File: src/rtl/logic_gate_unit_if.sv
// Stream interface for logic_gate_unit.
// Upstream side:   A, B, MODE, IN_VALID -> unit; IN_READY <- unit.
// Downstream side: Y, Z, OUT_VALID <- unit; OUT_READY -> unit.
// slave modport is the unit, master modport is whoever drives/consumes it.
interface logic_gate_unit_if #(
    parameter int unsigned WIDTH = 8
);
    logic [WIDTH-1:0] A;
    logic [WIDTH-1:0] B;
    logic [2:0]       MODE;
    logic             IN_VALID;
    logic             IN_READY;
    logic [WIDTH-1:0] Y;
    logic             Z;
    logic             OUT_VALID;
    logic             OUT_READY;

    modport slave (
        input  A, B, MODE, IN_VALID, OUT_READY,
        output IN_READY, Y, Z, OUT_VALID
    );

    modport master (
        output A, B, MODE, IN_VALID, OUT_READY,
        input  IN_READY, Y, Z, OUT_VALID
    );
endinterface

File: src/rtl/logic_gate_unit.sv
// Registered bitwise logic unit with a 2-entry result buffer.
// Ports:
//   clk, rst_n : clock, asynchronous active-low reset
//   bus        : stream interface (slave side), operands in, result out
//   COUNT      : number of results delivered since reset (wraps)
// Entry 0 (head) lives directly in the Y/Z output registers so the outputs
// are flops and naturally hold their last value when the buffer empties.
module logic_gate_unit #(
    parameter int unsigned WIDTH = 8,
    parameter int unsigned CNT_W = 16
) (
    input  logic               clk,
    input  logic               rst_n,
    logic_gate_unit_if.slave   bus,
    output logic [CNT_W-1:0]   COUNT
);

    typedef enum logic [1:0] {
        OCC_0 = 2'd0,
        OCC_1 = 2'd1,
        OCC_2 = 2'd2
    } occ_e;

    occ_e             state_q, state_d;
    logic [WIDTH-1:0] head_y_q, head_y_d;
    logic             head_z_q, head_z_d;
    logic [WIDTH-1:0] tail_y_q, tail_y_d;
    logic             tail_z_q, tail_z_d;
    logic             in_ready_q, in_ready_d;
    logic             out_valid_q, out_valid_d;
    logic [CNT_W-1:0] count_q, count_d;

    logic [WIDTH-1:0] result;
    logic             result_zero;
    logic             push;
    logic             pop;

    // Bitwise function select
    always_comb begin
        result = '0;
        unique case (bus.MODE)
            3'b000: result = bus.A & bus.B;
            3'b001: result = bus.A | bus.B;
            3'b010: result = ~(bus.A & bus.B);
            3'b011: result = ~(bus.A | bus.B);
            3'b100: result = bus.A ^ bus.B;
            3'b101: result = ~(bus.A ^ bus.B);
            3'b110: result = ~bus.A;
            3'b111: result = bus.A;
        endcase
    end

    assign result_zero = (result == '0);

    // Handshakes use only registered ready/valid, so no OUT_READY -> IN_READY path
    assign push = bus.IN_VALID & in_ready_q;
    assign pop  = out_valid_q & bus.OUT_READY;

    // Occupancy FSM and buffer next-state
    always_comb begin
        state_d  = state_q;
        head_y_d = head_y_q;
        head_z_d = head_z_q;
        tail_y_d = tail_y_q;
        tail_z_d = tail_z_q;
        count_d  = pop ? count_q + CNT_W'(1) : count_q;

        unique case (state_q)
            OCC_0: begin
                if (push) begin
                    head_y_d = result;
                    head_z_d = result_zero;
                    state_d  = OCC_1;
                end
            end
            OCC_1: begin
                unique case ({push, pop})
                    2'b10: begin
                        tail_y_d = result;
                        tail_z_d = result_zero;
                        state_d  = OCC_2;
                    end
                    2'b01: begin
                        state_d = OCC_0;
                    end
                    // Head leaves as the new entry arrives: new entry is the head
                    2'b11: begin
                        head_y_d = result;
                        head_z_d = result_zero;
                    end
                    default: begin
                        state_d = OCC_1;
                    end
                endcase
            end
            OCC_2: begin
                if (pop) begin
                    head_y_d = tail_y_q;
                    head_z_d = tail_z_q;
                    state_d  = OCC_1;
                end
            end
            default: begin
                state_d = OCC_0;
            end
        endcase

        in_ready_d  = (state_d != OCC_2);
        out_valid_d = (state_d != OCC_0);
    end

    // State and storage registers
    always_ff @(posedge clk or negedge rst_n) begin
        if (!rst_n) begin
            state_q     <= OCC_0;
            head_y_q    <= '0;
            head_z_q    <= 1'b0;
            tail_y_q    <= '0;
            tail_z_q    <= 1'b0;
            in_ready_q  <= 1'b1;
            out_valid_q <= 1'b0;
            count_q     <= '0;
        end else begin
            state_q     <= state_d;
            head_y_q    <= head_y_d;
            head_z_q    <= head_z_d;
            tail_y_q    <= tail_y_d;
            tail_z_q    <= tail_z_d;
            in_ready_q  <= in_ready_d;
            out_valid_q <= out_valid_d;
            count_q     <= count_d;
        end
    end

    assign bus.IN_READY  = in_ready_q;
    assign bus.OUT_VALID = out_valid_q;
    assign bus.Y         = head_y_q;
    assign bus.Z         = head_z_q;
    assign COUNT         = count_q;

endmodule

File: src/flat_wrapper.sv
// flat-port wrapper written by rule: the top's interface ports become plain ports
module logic_gate_unit_flat 
#(
    parameter int unsigned WIDTH = 8,
    parameter int unsigned CNT_W = 16
)
  (clk, rst_n, COUNT, bus_A, bus_B, bus_MODE, bus_IN_VALID, bus_OUT_READY, bus_IN_READY, bus_Y, bus_Z, bus_OUT_VALID);
  logic_gate_unit_if #(.WIDTH(WIDTH)) bus_i ();
  input  logic clk;
  input  logic rst_n;
  output logic [CNT_W-1:0] COUNT;
  input wire logic [$bits(bus_i.A)-1:0] bus_A;
  input wire logic [$bits(bus_i.B)-1:0] bus_B;
  input wire logic [$bits(bus_i.MODE)-1:0] bus_MODE;
  input wire logic [$bits(bus_i.IN_VALID)-1:0] bus_IN_VALID;
  input wire logic [$bits(bus_i.OUT_READY)-1:0] bus_OUT_READY;
  output wire logic [$bits(bus_i.IN_READY)-1:0] bus_IN_READY;
  output wire logic [$bits(bus_i.Y)-1:0] bus_Y;
  output wire logic [$bits(bus_i.Z)-1:0] bus_Z;
  output wire logic [$bits(bus_i.OUT_VALID)-1:0] bus_OUT_VALID;
  assign bus_i.A = bus_A;
  assign bus_i.B = bus_B;
  assign bus_i.MODE = bus_MODE;
  assign bus_i.IN_VALID = bus_IN_VALID;
  assign bus_i.OUT_READY = bus_OUT_READY;
  assign bus_IN_READY = bus_i.IN_READY;
  assign bus_Y = bus_i.Y;
  assign bus_Z = bus_i.Z;
  assign bus_OUT_VALID = bus_i.OUT_VALID;
  logic_gate_unit #(.WIDTH(WIDTH), .CNT_W(CNT_W)) u_core (.clk(clk), .rst_n(rst_n), .bus(bus_i), .COUNT(COUNT));
endmodule
File: config.mk
export PLATFORM = sky130hd
export DESIGN_NAME = logic_gate_unit_flat
export DESIGN_NICKNAME = d
export VERILOG_FILES = /design/src/rtl/logic_gate_unit_if.sv /design/src/rtl/logic_gate_unit.sv /design/src/flat_wrapper.sv
export SDC_FILE = /design/constraint.sdc
export NUM_CORES = 1
export LEC_CHECK = 0
export CAP_MARGIN = 20
export CORE_MARGIN = 3
export CORE_UTILIZATION = 41
export DETAILED_ROUTE_END_ITERATION = 10
export PLACE_DENSITY = 0.66
export SLEW_MARGIN = 25
export SYNTH_ARGS = -nofsm -noshare
export SYNTH_HDL_FRONTEND = slang
export SYNTH_SLANG_ARGS = --single-unit
export TNS_END_PERCENT = 50
File: constraint.sdc
create_clock -name clk -period 5.3 [get_ports clk]
set_clock_uncertainty 0.15 [all_clocks]
set_input_delay 0.53 -clock clk [delete_from_list [all_inputs] [get_ports clk]]
set_output_delay 0.53 -clock clk [all_outputs]
set_load 0.01 [all_outputs]
Word-level counts from Yosys, hierarchy flattened
Cells that the tools add are included.
- $lt $le $gt $ge: 0
- reduce and logical (&&, ||, !) cells: 7
- multiply operators: 0
- divide/modulo/power cells: 0
- bitwise gates (word level): 9
- equal/unequal tests: 16
- multiplexer cells: 13
- shifts and indexed selects: 0
- add/sub/neg operators: 1
- operator list (cell ; count):
    $pmux W8 S8 ; 1
    $not A8 Y8 ; 4
    $mux W8 ; 3
    $pmux W8 S3 ; 1
    $add A16 B1 Y16 const B ; 1
    $eq A3 B3 Y1 const B ; 4
    $pmux W2 S3 ; 2
    $and A8 B8 Y8 ; 1
    $logic_not A8 Y1 ; 1
    $or A8 B8 Y8 ; 1
    $xor A8 B8 Y8 ; 1
    $eq A2 B2 Y1 const B ; 3
    $eq A3 B2 Y1 const B ; 2
    $eq A2 B1 Y1 const B ; 2
    $mux W2 ; 2
    $ne A2 B1 Y1 const B ; 2
    $ne A2 B2 Y1 const B ; 2
    $reduce_and A4 Y1 ; 1
    $eq A3 B1 Y1 const B ; 1
    $logic_not A3 Y1 ; 1
    $mux W1 ; 3
    $pmux W1 S3 ; 1
    $reduce_bool A3 Y1 ; 1
    $and A1 B1 Y1 ; 2
    3 further kinds ; 3
- memory bits (writable): 0
- input port bits: 23
- logic and storage cells: 54
- bits in latches: 0
- output and inout port bits: 27
- register bits after elaboration: 38
- memories kept: 0
- ROM bits: 0

Depth between registers and ports, before layout
Gate-level depths: netlist of run 1.
- depth after elaboration: 6
- mapped depth: 10
- gate-level depth less buffers: 8

Worst setup path after synthesis of run 1
OpenSTA, ideal clock, no wires.
- path type: input to register
- from: in bus_B[3]
- to: reg u_core.tail_z_q
- setup slack: 2.655 ns
- arrival time: 2.420 ns
- buffers on the path: 0
- library setup time: 0.075 ns
- cell stages on the path: 8
- required time: 5.075 ns
- cells stage by stage: inv_1 > ha_1 > or2_1 > a211o_1 > and4b_1 > a211o_1 > or4_4 > o21ai_2
- longest elaborated chain between the ends: 4
- elaborated cells between the ends (all ways): 8
- those cells by class: mux: 1; bitwise: 6; reduce/logical: 1
- RTL lines (what ; RTL line ; RTL):
    start: declaration ; flat_wrapper.sv:13 ; input wire logic [$bits(bus_i.B)-1:0] bus_B;
    $xor A8 B8 Y8 (tied with other cells) ; logic_gate_unit.sv:46, logic_gate_unit.sv:47 ;
    $not A8 Y8 (on tied branches) ; logic_gate_unit.sv:47, logic_gate_unit.sv:44, logic_gate_unit.sv:45 ;
    $pmux W8 S8 * ; logic_gate_unit.sv:41 ; unique case (bus.MODE)
    $logic_not A8 Y1 * ; logic_gate_unit.sv:53 ; assign result_zero = (result == '0);
    end signal: assignment ; logic_gate_unit.sv:128 ; tail_z_q <= tail_z_d;
    end: declaration ; logic_gate_unit.sv:28 ; logic tail_z_q, tail_z_d;
Every way passes the cells marked *; elsewhere a longest branch is shown, timed or not.
A chain may end at the register's enable or synchronous reset.

Final worst setup path of run 1
- from: in bus_A[3]
- to: reg u_core.tail_z_q
- longest elaborated chain between the ends: 4
- elaborated cells between the ends (all ways): 9
- those cells by class: mux: 1; bitwise: 7; reduce/logical: 1
- RTL lines (what ; RTL line ; RTL):
    start: declaration ; flat_wrapper.sv:12 ; input wire logic [$bits(bus_i.A)-1:0] bus_A;
    $xor A8 B8 Y8 (tied with other cells) ; logic_gate_unit.sv:46, logic_gate_unit.sv:47 ;
    $not A8 Y8 (on tied branches) ; logic_gate_unit.sv:47, logic_gate_unit.sv:44, logic_gate_unit.sv:45 ;
    $pmux W8 S8 * ; logic_gate_unit.sv:41 ;
    $logic_not A8 Y1 * ; logic_gate_unit.sv:53 ;
Marked as above.

==> run summary, run 1 <==
Busiest layer in global routing - met2
Number of H-tree branching levels - 2
Avg Synthesized Cell Area - 9.386 um^2
Fraction of layout instances using a drive strength above 1 - 8.777%
Unrepaired setup endpoints after global routing - no
Total routed wirelength - 4734 um
Category of the critical setup timing path - in -> reg
First-pass detailed-route iteration total - 4
Cell type contributing the most total cell area after synthesis - sky130_fd_sc_hd__dfrtp_1
Relative contribution of combinational cells to total power - 43.0%
Crit path launch - bus_A[3]
Primary FF master, synth - sky130_fd_sc_hd__dfrtp_1
Relative area change from synthesis to final layout - 23.05%
Io pins - 50
Total of warnings raised by yosys - 0
HPWL Detailed - 3621 um
Insertion delay to the later sink of the worst-skew pair - 0.28 ns
Sum of negative setup slack - 0 ns
Count of state elements after synthesis - 38
Number of post-CTS setup repair buffers - 0
Worst rel slew slack - 43.85%
Cell Rows - 28
Endpoint of the lowest-slack register-to-register path - u_core.bus.Y[1]
Total DRC errors in the routed layout - 0
Wire length of the first global-routing pass - 8411 um
Sw Pwr - 0.0003865 W
Maximum vdd ir drop - 0.0002105 V
Total GRT Usage - 13.78%
Placed cell areas - 3078 um^2
Post-CTS sizing - 0
Layout net count - 358
Final weighted congestion in routability-driven placement - 0.7316
Worst-path clk slew - 0.07 ns
Root cell of the clock tree - sky130_fd_sc_hd__clkbuf_8
Number of routed nets with antenna violations - 0
Max FO, Critical Path - 3
Synthesized instance count - 273
Beginning of the worst register-to-register path - u_core.bus.IN_READY
Share of the synthesized area in the top cell type - 36.13%
Overall die height - 85.06 um
WP data arrival - 3.00 ns
Area inside the core boundary - 5991 um^2
Die outline area - 7234 um^2
Number of buffers created by CTS - 5
Distinct cell type count of the synthesized netlist - 49
Maximum buffer depth of the clock tree - 2
Nature of the critical path endpoint - register
Post-synth EDFFs - 0
Ratio of final minimum period to clock period - 55.69%
Switching share of power - 33.87%
Result of the run - complete, no violations
Vias/cell - 5.081
Clk sink count - 38
Via count of the first global-routing pass - 1903
Met1 demand-to-capacity share in global routing - 18.27%
Count of buffers from port buffering - 49
Post-route cell area - 3153 um^2
Required arrival time at the worst endpoint - 5.35 ns
GRT Residual Overflow - 0
Worst hold path class - in -> async
Pin count of the biggest net entering global routing - 39
Crit path capture - u_core.tail_z_q
Most common cell after layout, fill and taps aside - sky130_fd_sc_hd__clkdlybuf4s50_1
Number of failing hold endpoints at the final stage - 0
Internal Dissipation - 0.0007546 W
Net count after synthesis - 313
Number of antenna violations at the first check in global routing - 0
Clk network pwr share - 16.1%
Final setup violation count - 0
Slowest stage delay, CP - 0.55 ns
Effective utilization at floorplan - 42.77%
Routed length per placed instance - 12.02 um
Critical-path cell list - clkdlybuf4s50_1, inv_1, ha_1, or2_1, a211o_1, and4b_1, a211o_1, or4_4, o21ai_2
Post-Syn Area - 2562 um^2
Met3 layer usage reported by global route - 2.427%
Top cell by count, worst path - sky130_fd_sc_hd__a211o_1
Shortest period the worst path allows - 2.951 ns
Count of inserted antenna diode cells - 0
Standby leakage power - 1.448 nW
Fraction of registers with async set or reset after synthesis - 100.0%
Min setup slack post-route - 2.349 ns
Max-slew violation total from the final report - 0
Count of hold-fix buffers inserted at cts - 0
Final core utilization - 52.63%
Most used cells in the layout excluding fill and tap cells - sky130_fd_sc_hd__clkdlybuf4s50_1 (47), sky130_fd_sc_hd__dfrtp_1 (37), sky130_fd_sc_hd__inv_1 (23), sky130_fd_sc_hd__nand2_1 (23), sky130_fd_sc_hd__nor2_1 (19)
TritonCTS clock tree - yes
Fmax - 0.3388 GHz
Element type at the critical path start - input pin
Number of design-rule violations left by the first detailed-router iteration - 71
Power density over the cells - 361.9 nW/um^2
Total of max-cap violations - 0
Met2 routing resource usage after global routing - 23.31%
Minimum setup slack among reg-to-reg paths - 3.26 ns
Largest cells by area after synthesis - sky130_fd_sc_hd__dfrtp_1 (36%), sky130_fd_sc_hd__ha_1 (8.3%), sky130_fd_sc_hd__xnor2_1 (5.8%), sky130_fd_sc_hd__mux2i_1 (4.3%), sky130_fd_sc_hd__mux2_2 (4.0%)
Total vias in the final route - 2002
Worst Setup Slack post-DPL - 1.653 ns
Total power - 0.001141 W
Crit-path slowest cell - sky130_fd_sc_hd__or4_4
Share of the yosys chip area belonging to registers - 37.16%
Chip Width - 85.06 um
Worst r2r path cells - 4
Transition at the pin with the smallest max-transition slack - 0.8423 ns
Share of total power in sequential cells - 40.8%
worst max-delay path: cells and delay by family:
family	cells	cell delay, ns
compound gates	3	0.68
buf+inv	2	0.55
simple gates	3	1.00
fa+ha+maj	1	0.25
logic make-up after synthesis:
group / count (synthesis) / share of synthesized area, %
xor gates and xnor gates: 25 / 8.545
buffers and inverters: 36 / 6.445
AOI/OAI and AO/OA: 40 / 10.35
DFF: 38 / 37.16
adders and majority gates: 17 / 8.301
and+or+nand+nor: 96 / 20.07
muxes: 21 / 9.131
synthesized netlist by cell type (all sizes together) (3+ instances only):
library cell,n
dfrtp,37
and2,3
nor2b,6
nor2,19
nand4,4
mux2i,11
a21oi,16
xnor2,17
clkbuf,4
or2,4
nor4,3
nand2b,6
mux2,9
nand3,6
xor2,8
a211o,3
ha,17
buf,9
inv,23
o21ai,7
nand2,23
and3,5
nor3,6
final cells by class:
cell class | instances | area, um^2
multi-input cells | 199 | 1445
repair buffers | 51 | 495.5
flip-flops and latches | 38 | 952.2
well taps | 75 | 93.84
inverters | 23 | 86.33
clock buffers | 8 | 80.08
fillers | 555 | 2838
registers in the layout (all words and copies together), names as in the netlist:
name	flops
u_core.COUNT	16
u_core.bus.Y	8
u_core.tail_y_q	8
u_core.state_q	2
u_core.bus.IN_READY	1
u_core.bus.OUT_VALID	1
u_core.bus.Z	1
u_core.tail_z_q	1
worst min-delay path by stage:
stage / startpoint / end / cells past startpoint
after floorplan: rst_n / u_core.COUNT[0] / 0
after global placement: u_core.COUNT[15] / u_core.COUNT[15] / 1
after detailed placement: u_core.tail_z_q / u_core.tail_z_q / 2
after CTS: rst_n / u_core.COUNT[8] / 1
after global routing: rst_n / u_core.COUNT[8] / 1
final: rst_n / u_core.COUNT[8] / 1
layer usage:
metal  share of wire [%]  vias to the layer above
met3                 4.7                        4
li1                    -                     1034
met4                0.65                        0
met2                  47                       45
met1                  47                      919
met5                   0                        -
through the flow:
stage	cells	hold slack (ns)
floorplan	273	0.08441
global placement	386	0.3135
detailed placement	386	0.3184
CTS	394	0.2282
global route	394	0.2578
finish	394	0.2007
power by group through the flow:
stage / clock (W) / sequential [W] / combinational [W]
2_1_floorplan: 0 / 0.000489 / 0.000280
3_3_place_gp: 0 / 0.000469 / 0.000492
3_5_place_dp: 0 / 0.000472 / 0.000499
4_1_cts: 0.000193 / 0.000467 / 0.000500
5_1_grt: 0.000206 / 0.000482 / 0.000547
6_report: 0.000184 / 0.000466 / 0.000491
Power figures use the tool's default switching activity.
==> run 2, diff against run 1 <==
==> constraint.sdc (replaced) <==
create_clock -name clk -period 2.9 [get_ports clk]
set_clock_uncertainty 0.15 [all_clocks]
set_input_delay 0.29 -clock clk [delete_from_list [all_inputs] [get_ports clk]]
set_output_delay 0.29 -clock clk [all_outputs]
set_load 0.01 [all_outputs]
==> run summary, run 2 (synthesis results as in run 1) <==
Vias/cell - 4.993 (-1.7%)
Total routed wirelength - 4861 um (+2.7%)
Pin count of the biggest net entering global routing - 39 (unchanged)
Switching share of power - 33.96% (+0.089 points)
Shortest period the worst path allows - 2.688 ns
Placed Instances - 393 (+1.8%)
Final setup violation count - 0 (unchanged)
Element type at the critical path start - input pin
Ratio of final minimum period to clock period - 92.70%
Worst rel slew slack - 44.66% (+0.81 points)
Routed length per placed instance - 12.09 um (+0.64%)
Min setup slack post-route - 0.2116 ns (-2.137 ns)
Placed cell areas - 3156 um^2 (+2.5%)
Max FO, Critical Path - 2 (-1)
Required arrival time at the worst endpoint - 2.96 ns (-2.39 ns)
HPWL Detailed - 3748 um (+3.5%)
Worst-path clk slew - 0.07 ns (about the same)
Count of inserted antenna diode cells - 0 (unchanged)
Worst hold path class - reg -> reg
Fmax - 0.3720 GHz
First-pass detailed-route iteration total - 4 (unchanged)
Flip-flop count of the largest register, all copies and words added - 16 (unchanged)
Total DRC errors in the routed layout - 0 (unchanged)
Result of the run - complete, no violations
Post-CTS sizing - 0 (unchanged)
Worst Setup Slack post-DPL - -0.1102 ns (-1.763 ns)
Nature of the critical path endpoint - register
Wire length of the first global-routing pass - 8728 um (+3.8%)
Share of total power in sequential cells - 39.6% (-1.2 points)
Number of design-rule violations left by the first detailed-router iteration - 93 (+31%)
Relative area change from synthesis to final layout - 27.25%
Power density over the cells - 659.5 nW/um^2 (+82%)
Maximum vdd ir drop - 0.0004446 V (+110%)
Number of antenna violations at the first check in global routing - 0 (unchanged)
Max-slew violation total from the final report - 0 (unchanged)
Final worst hold slack - 0.3247 ns (+0.1240 ns)
Insertion delay to the later sink of the worst-skew pair - 0.29 ns (about the same)
Count of buffers from port buffering - 49 (unchanged)
TritonCTS clock tree - yes
Relative contribution of combinational cells to total power - 43.0% (about the same)
Number of buffers created by CTS - 5 (unchanged)
Number of failing hold endpoints at the final stage - 0 (unchanged)
Most used cells in the layout excluding fill and tap cells - sky130_fd_sc_hd__clkdlybuf4s50_1 (48), sky130_fd_sc_hd__dfrtp_1 (37), sky130_fd_sc_hd__inv_1 (23), sky130_fd_sc_hd__nand2_1 (23), sky130_fd_sc_hd__nor2_1 (19)
WP data arrival - 2.75 ns (-0.25 ns)
Post-route cell area - 3261 um^2 (+3.4%)
Internal Dissipation - 0.001420 W (+88%)
Sw Pwr - 0.0007303 W (+89%)
Clk network pwr share - 17.4% (+1.3 points)
Area inside the core boundary - 5991 um^2 (unchanged)
Number of H-tree branching levels - 2 (unchanged)
Io pins - 50 (unchanged)
Fraction of layout instances using a drive strength above 1 - 11.31% (+2.5 points)
Effective utilization at floorplan - 42.77% (unchanged)
Number of routed nets with antenna violations - 0 (unchanged)
Die outline area - 7234 um^2 (unchanged)
Total GRT Usage - 14.51% (+0.73 points)
Chip Width - 85.06 um (unchanged)
Transition at the pin with the smallest max-transition slack - 0.8301 ns (-0.01220 ns)
Unrepaired setup endpoints after global routing - no
Category of the critical setup timing path - in -> reg
Overall die height - 85.06 um (unchanged)
Standby leakage power - 1.503 nW (+3.8%)
Total of max-cap violations - 0 (unchanged)
Via count of the first global-routing pass - 2008 (+5.5%)
Layout filler cell count - 571 (+2.9%)
Root cell of the clock tree - sky130_fd_sc_hd__clkbuf_8
Maximum buffer depth of the clock tree - 2 (unchanged)
GRT Residual Overflow - 0 (unchanged)
Clk sink count - 38 (unchanged)
Cell Rows - 28 (unchanged)
Total vias in the final route - 2007 (+0.25%)
Layout net count - 366 (+2.2%)
Post-Layout Cell Count - 402 (+2.0%)
Final weighted congestion in routability-driven placement - 0.7624 (+4.2%)
Area of all sequential standard cells - 952.2 um^2 (unchanged)
Area of the multi-input gates - 1445 um^2 (unchanged)
Most common cell after layout, fill and taps aside - sky130_fd_sc_hd__clkdlybuf4s50_1
## run 2: worst paths after layout
path / start / end / slack [ns] / cells past startpoint
min: u_core.tail_z_q / u_core.tail_z_q / 0.32 / 2
max: bus_B[3] / u_core.tail_z_q / 0.21 / 9
max in group asynchronous: rst_n / u_core.COUNT[5] / 1.60 / 2
min reg2reg: u_core.tail_z_q / u_core.tail_z_q / 0.32 / 2
max reg2reg: u_core.bus.IN_READY / u_core.tail_y_q[2] / 0.98 / 4
min in group asynchronous: rst_n / u_core.bus.Y[1] / 0.49 / 2
## run 2: layout make-up
class | count | share of cell area, %
Inverter | 23 | 2.648
Clock buffer | 6 | 2.533
Multi-Input combinational cell | 199 | 44.32
Timing Repair Buffer | 59 | 18.04
Sequential cell | 38 | 29.20
Tap cell | 75 | 2.878
Clock inverter | 2 | 0.3837
## run 2: power groups by stage
stage	clock network [W]	logic, W	registers, W
3_5_place_dp	0	0.000940	0.000862
4_1_cts	0.000387	0.000944	0.000852
5_1_grt	0.000413	0.00104	0.000882
3_3_place_gp	0	0.000922	0.000856
6_report	0.000374	0.000925	0.000851
2_1_floorplan	0	0.000511	0.000894
## run 2: per-stage QoR
| step | utilization [%] | setup TNS (ns) | total power [W] |
|---|---|---|---|
| 2_1_floorplan | - | 0 | 0.001406 |
| 3_3_place_gp | 52.67 | -0.1270 | 0.001778 |
| 3_5_place_dp | 52.67 | -0.2048 | 0.001802 |
| 4_1_cts | 54.43 | 0 | 0.002183 |
| 5_1_grt | 54.43 | 0 | 0.002333 |
| 6_report | 54.43 | 0 | 0.002151 |
## run 2: per-layer routing
metal,wire length [um],global-route usage [%]
met1,2316,18.22
met3,222,2.330
met2,2254,25.28
met5,0,0
met4,68,4.892
## run 2: what timing repair did
| action | CTS | global route |
|---|---|---|
| buffers inserted | 0 | 0 |
| hold buffers | 1 | 0 |
| hold endpoints to repair | 37 | 0 |
## run 2: worst max-delay path: stages
cell and delay (ns):
sky130_fd_sc_hd__clkdlybuf4s50_1 0.48, sky130_fd_sc_hd__inv_1 0.05, sky130_fd_sc_hd__ha_1 0.27, sky130_fd_sc_hd__or2_1 0.22, sky130_fd_sc_hd__a211o_1 0.29, sky130_fd_sc_hd__and4b_1 0.21, sky130_fd_sc_hd__a211o_1 0.27, sky130_fd_sc_hd__or4_4 0.54
sky130_fd_sc_hd__o21ai_2 0.12
==> run 3, diff against run 2 <==
--- a/config.mk
+++ b/config.mk
@@ -8,6 +8,7 @@
 export CAP_MARGIN = 20
 export CORE_MARGIN = 3
 export CORE_UTILIZATION = 41
+export CTS_CLUSTER_SIZE = 24
 export DETAILED_ROUTE_END_ITERATION = 10
 export PLACE_DENSITY = 0.66
 export SLEW_MARGIN = 25
==> results of run 3 <==
No change in the layout: final DEF, timing and power equal those of run 2.
